--- config.mk ---
export PLATFORM = sky130hd
export DESIGN_NAME = audio_output_fifo
export DESIGN_NICKNAME = d
export VERILOG_FILES = /design/src/rtl/audio_output_fifo.sv
export SDC_FILE = /design/constraint.sdc
export NUM_CORES = 1
export LEC_CHECK = 0
export ABC_AREA = 1
export CORE_AREA = 2 2 211 213
export CTS_BUF_LIST = sky130_fd_sc_hd__clkbuf_16
export DETAILED_ROUTE_END_ITERATION = 12
export DIE_AREA = 0 0 213 215
export GPL_TIMING_DRIVEN = 0
export PLACE_DENSITY = 0.72
export REMOVE_ABC_BUFFERS = 1
export SETUP_SLACK_MARGIN = 0.02
export SYNTH_ARGS = -nofsm -noshare
export SYNTH_HDL_FRONTEND = slang
export SYNTH_SLANG_ARGS = --single-unit
--- constraint.sdc ---
create_clock -name clk -period 8.5 [get_ports clk]
set_clock_uncertainty 0.05 [all_clocks]
set_input_delay 1.275 -clock clk [delete_from_list [all_inputs] [get_ports clk]]
set_output_delay 1.275 -clock clk [all_outputs]
set_load 0.05 [all_outputs]
--- src/rtl/audio_output_fifo.sv ---
// rtl/audio_output_fifo.sv - Dual-channel audio output FIFO with priming, rate pacing and underrun handling
//
// Ports:
//   clk, reset            clock, synchronous active-high reset
//   in_sample/in_write    decoder sample and write request (held until in_strobe)
//   in_strobe             single-cycle accept pulse
//   in_channel            0 = left, 1 = right (stereo only)
//   in_coding             header coding byte: [1:0] chan (01 = stereo, else mono),
//                         [3:2] rate (01 = 18.9 kHz, else 37.8 kHz)
//   sample_tick           37.8 kHz output-rate strobe
//   flush                 discard all buffered audio
//   out_left/out_right    current stereo output pair
//   out_valid             a new output pair was presented
//   underrun              starved pop tick while running
//   level                 left FIFO occupancy, 0..DEPTH
module audio_output_fifo #(
    parameter int DEPTH = 16,
    parameter int PRIME = 4
) (
    input  logic                     clk,
    input  logic                     reset,
    input  logic [15:0]              in_sample,
    input  logic                     in_write,
    output logic                     in_strobe,
    input  logic                     in_channel,
    input  logic [7:0]               in_coding,
    input  logic                     sample_tick,
    input  logic                     flush,
    output logic [15:0]              out_left,
    output logic [15:0]              out_right,
    output logic                     out_valid,
    output logic                     underrun,
    output logic [$clog2(DEPTH):0]   level
);

    localparam int AW = $clog2(DEPTH);
    localparam int CW = AW + 1;

    typedef enum logic {FILL, RUN} state_t;

    logic [15:0]   mem_l [DEPTH];
    logic [15:0]   mem_r [DEPTH];
    logic [AW-1:0] wr_l_q, wr_r_q, rd_l_q, rd_r_q;
    logic [CW-1:0] count_l_q, count_r_q, count_l_d, count_r_d;
    state_t        state_q;
    logic          phase_q;
    logic          rate18_q;
    logic          in_strobe_q;
    logic          out_valid_q;
    logic          underrun_q;
    logic [15:0]   out_left_q, out_right_q;

    logic coding_stereo, coding_rate18;
    logic room_l, room_r, room, accept, push_l, push_r;
    logic tick_v, run_tick, pop_tick, both_ne, pop, starve;
    logic unused_coding;

    assign coding_stereo = (in_coding[1:0] == 2'b01);
    assign coding_rate18 = (in_coding[3:2] == 2'b01);
    assign unused_coding = ^in_coding[7:4];

    // DEPTH is a power of two, so the count MSB alone marks "full".
    assign room_l = ~count_l_q[AW];
    assign room_r = ~count_r_q[AW];
    assign room   = coding_stereo ? (in_channel ? room_r : room_l) : (room_l & room_r);

    // A flush frees all space, so a pending write is still acknowledged
    // (and its data discarded) to keep the decoder moving.
    assign accept = in_write & ~in_strobe_q & (room | flush);
    assign push_l = accept & ~flush & (~coding_stereo | ~in_channel);
    assign push_r = accept & ~flush & (~coding_stereo |  in_channel);

    assign tick_v   = sample_tick & ~flush;
    assign run_tick = tick_v & (state_q == RUN);
    assign pop_tick = run_tick & (~rate18_q | ~phase_q);
    assign both_ne  = (count_l_q != '0) & (count_r_q != '0);
    // Both channels pop together or not at all to keep L/R aligned.
    assign pop      = pop_tick & both_ne;
    assign starve   = pop_tick & ~both_ne;

    always_comb begin
        count_l_d = count_l_q;
        if (push_l && !pop)      count_l_d = count_l_q + CW'(1);
        else if (!push_l && pop) count_l_d = count_l_q - CW'(1);
        count_r_d = count_r_q;
        if (push_r && !pop)      count_r_d = count_r_q + CW'(1);
        else if (!push_r && pop) count_r_d = count_r_q - CW'(1);
    end

    always_ff @(posedge clk) begin
        if (!reset && push_l) mem_l[wr_l_q] <= in_sample;
        if (!reset && push_r) mem_r[wr_r_q] <= in_sample;
    end

    always_ff @(posedge clk) begin
        if (reset) begin
            wr_l_q      <= '0;
            wr_r_q      <= '0;
            rd_l_q      <= '0;
            rd_r_q      <= '0;
            count_l_q   <= '0;
            count_r_q   <= '0;
            state_q     <= FILL;
            phase_q     <= 1'b0;
            rate18_q    <= 1'b0;
            in_strobe_q <= 1'b0;
            out_valid_q <= 1'b0;
            underrun_q  <= 1'b0;
            out_left_q  <= '0;
            out_right_q <= '0;
        end else if (flush) begin
            wr_l_q      <= '0;
            wr_r_q      <= '0;
            rd_l_q      <= '0;
            rd_r_q      <= '0;
            count_l_q   <= '0;
            count_r_q   <= '0;
            state_q     <= FILL;
            phase_q     <= 1'b0;
            in_strobe_q <= accept;
            out_valid_q <= 1'b0;
            underrun_q  <= 1'b0;
            out_left_q  <= '0;
            out_right_q <= '0;
        end else begin
            in_strobe_q <= accept;
            count_l_q   <= count_l_d;
            count_r_q   <= count_r_d;
            out_valid_q <= 1'b0;
            underrun_q  <= 1'b0;
            if (push_l) wr_l_q <= wr_l_q + AW'(1);
            if (push_r) wr_r_q <= wr_r_q + AW'(1);
            if (push_l || push_r) rate18_q <= coding_rate18;
            case (state_q)
                FILL: begin
                    if (count_l_q >= CW'(PRIME) && count_r_q >= CW'(PRIME)) begin
                        state_q <= RUN;
                        phase_q <= 1'b0;
                    end
                end
                RUN: begin
                    if (run_tick) begin
                        phase_q <= ~phase_q;
                        if (pop) begin
                            out_left_q  <= mem_l[rd_l_q];
                            out_right_q <= mem_r[rd_r_q];
                            rd_l_q      <= rd_l_q + AW'(1);
                            rd_r_q      <= rd_r_q + AW'(1);
                            out_valid_q <= 1'b1;
                        end else if (starve) begin
                            underrun_q <= 1'b1;
                            state_q    <= FILL;
                        end else begin
                            // 18.9 kHz repeat: re-present the held pair.
                            out_valid_q <= 1'b1;
                        end
                    end
                end
                default: state_q <= FILL;
            endcase
        end
    end

    assign in_strobe = in_strobe_q;
    assign out_valid = out_valid_q;
    assign underrun  = underrun_q;
    assign out_left  = out_left_q;
    assign out_right = out_right_q;
    assign level     = count_l_q;

endmodule

==> out/qor.csv <==
stage,metric,value,unit
sta,fin crit period,3740,ps
clock_network,CTS tree,built,
floorplanning,Die W,213,um
clock_network,"Clk Latency, worst-skew pair",600,ps
drt,drt wl/cell,18.5,um
worst_setup_path,"slowest stage delay, CP",700,ps
synthesis,"FF+latch count, synth",576,
floorplanning,row count,77,
floorplanning,die height,215,um
finish,fin cells,3106,
global_route,total grt overflow,0,
placed_design,placed cell areas,26300,um2
global_route,largest net degree at the start of global routing,85,
worst_setup_path,Crit path required time,8760,ps
synthesis,cell with the most instances after synthesis,nand2_1,
synthesis,"Seq/Total Area, Yosys",0.670,
sta,Tightest Pin Transition,1450,ps
clock_network,clk sinks,576,
sta,Slew headroom,0.0315,
synthesis,synth warn,0,
drt,First DRT Iteration DRCs,1657,
worst_setup_path,WS Path Type,input port to register,
drt,Final ANT Viol Nets,0,
global_route,vias in the first global route,16300,
synthesis,Mean Syn Cell Area,10.2,um2
sta,final period utilization,0.440,
sta,Max Slew Vio Count,0,
finish,register area,16700,um2
finish,post-route cell area,28000,um2
global_route,initial antenna violation count,0,
clock_network,Post-CTS Setup Repair Bufs,0,
floorplanning,die area,45800,um2
sta,RSZ-0062 raised after global routing,no,
synthesis,synth cell count leaders,"nand2_1 (723), edfxtp_1 (512), inv_1 (355), nand3_1 (348), nor2_1 (109)",
finish,Fill cells,3233,
synthesis,share of flip-flops with an asynchronous set or reset,0,
worst_setup_path,Critical Path Fanout Max,12,
drt,Vias,16800,
worst_setup_path,"Buf+Inv Stages, Crit Path",4,
synthesis,"Top FF cell, synth",edfxtp_1,
power_and_ir_drop,PwrDens,200,nW/um2
global_route,Total GRT Usage,0.254,
drt,DRC,0,
finish,Inserted Diodes,0,
worst_setup_path,crit path capture type,register,
worst_setup_path,CP cell instances,clkdlybuf4s50_1 > inv_2 > nand2_1 > inv_1 > nand2_1 > nand4_2 > nor2_4 > nand2_1 > nor3_2 > buf_8,
floorplanning,core area,43600,um2
floorplanning,starting density of the core,0.570,
placed_design,GPL Wtd Cong,0.824,
finish,share of post-route cells with drive strength above 1,0.0819,
placed_design,IO buf count,65,
clock_network,CTS resizes,0,
synthesis,Yosys top cell area share,0.618,
drt,drt first pass iters,5,
synthesis,post-synth cell types,33,
sta,Setup TNS,0,ps
floorplanning,I/O pins,70,
sta,final setup vio count,0,
clock_network,hold buffers post-CTS,0,
clock_network,clock buffer depth,3,
clock_network,H-tree levels,2,
placed_design,post-DP HPWL,33.9,mm
drt,drt via density,5.41,
worst_setup_path,Critical Path AT,4000,ps
flow_run,maxcap violations,0,
clock_network,CTS Buf Count,57,
synthesis,cell taking the most area after synthesis,edfxtp_1,
synthesis,mapped cell area,24900,um2
sta,FMAX,267,MHz
worst_setup_path,CP Launch Type,input port,
finish,area of the multi-input gates,6270,um2
sta,Fin. Hold Viols,0,
global_route,first-pass GRT wire length,88.7,mm
power_and_ir_drop,maximum VDD drop,0.000171,V
clock_network,CTS root buffer,clkbuf_16,
synthesis,Mapped Cells,2426,
worst_setup_path,"Largest delay share family, worst path",simple AND/OR/NAND/NOR gates,
synthesis,"top cells by area, synth","edfxtp_1 (62%), nand2_1 (11%), nand3_1 (7.0%)",
clock_network,"Reg clk slew, reported paths",60,ps
finish,Layout area overhead,12.8,%
placed_design,Inst Count DP,3000,
worst_setup_path,Most common cell on crit path,nand2_1,
worst_setup_path,"slowest stage cell, crit path",nor3_2,
drt,Total Routed Length,57.5,mm
power_and_ir_drop,leakage power figure,11.3,nW
hold_path,min-delay worst type,register to register,
finish,nets,2519,
synthesis,Post-synth EDFFs,512,
power_and_ir_drop,Pwr Total,0.00560,W
status,status,"complete, no violations",
==> worst paths after layout <==
kind                startpoint      endpoint  slack (ps)  depth (start not counted)
setup / recovery  in_coding[1]   mem_l[7][4]        4760                         10
hold reg to reg      in_strobe     in_strobe         410                          1
hold / removal       in_strobe     in_strobe         410                          1
setup reg to reg     rd_r_q[3]  out_right[0]        5570                          7
==> logic make-up (layout without fill, tap and decap cells) <==
group,count (synthesis),count (layout),synth area share
and+or+nand+nor,1217,1217,0.209
AOI/OAI and AO/OA,112,112,0.0241
adders and majority gates,21,21,0.0112
buffers and inverters,488,576,0.0813
xor gates and xnor gates,12,12,0.00423
DFF,576,576,0.670
==> report_power, final <==
part | total, W | leakage (nW) | internal (W) | switching [W]
clock | 0.00239 | 0.919 | 0.00136 | 0.00103
sequential | 0.00309 | 5.12 | 0.00309 | 0.00000455
combinational | 0.000122 | 5.26 | 0.0000295 | 0.0000922
==> layout by cell type, fill, tap and decap left out, types with 2 or more instances in the layout <==
cell and n:
nor3_2 2, xor2_1 10, clkdlybuf4s50_1 58, buf_12 2, nand3_2 22, nor3_1 5, clkbuf_16 57, dfxtp_1 58
buf_2 7, buf_6 9, dfxtp_4 2, edfxtp_1 512, fa_1 2, a21oi_1 53, ha_1 19, nor2_4 2
buf_16 5, dfxtp_2 4, inv_4 4, clkinv_2 13, bufinv_16 5, clkinvlp_4 3, inv_1 369, nor2_2 31
inv_2 8, buf_8 21, xnor2_1 2, nand2_2 2, o211ai_1 5, nor2_1 78, nand3_1 348, nand2_1 723
clkinv_1 15, o21ai_0 21, o21ai_1 28, a21oi_2 4
==> per-layer routing <==
layer / track usage / part of all wire / wire (um) / vias up
met5: 0 / 0 / 0 / -
met4: 0.0953 / 0.037 / 2140 / 0
met3: 0.0465 / 0.079 / 4530 / 135
met2: 0.429 / 0.49 / 28200 / 703
met1: 0.328 / 0.39 / 22500 / 7967
li1: - / - / - / 7998
==> metrics by stage <==
| stage | setup slack [ps] | utilization | hold slack (ps) |
|---|---|---|---|
| 2_1_floorplan | 3710 | - | 415 |
| 3_3_place_gp | 155 | 0.587 | 390 |
| 3_5_place_dp | 4190 | 0.602 | 400 |
| 4_1_cts | 4820 | 0.643 | 410 |
| 5_1_grt | 4440 | 0.643 | 438 |
| 6_report | 4760 | 0.643 | 411 |
==> cell type report <==
class | instances | area share
clock buffers | 57 | 0.0509
clock inverters | 48 | 0.0121
inverters | 369 | 0.0497
multi-input cells | 1362 | 0.223
flip-flops and latches | 576 | 0.594
well taps | 592 | 0.0264
repair buffers | 102 | 0.0431
==> flip-flops by register name, indices dropped and copies added, names as in the netlist, 4 cells and up <==
name and flops:
wr_l_q 4, level 5, wr_r_q 4, out_left 16, count_r_q 5, rd_l_q 4
mem_r 256, out_right 16, rd_r_q 4, mem_l 256
Note: power is estimated with default switching activity, not from simulation.
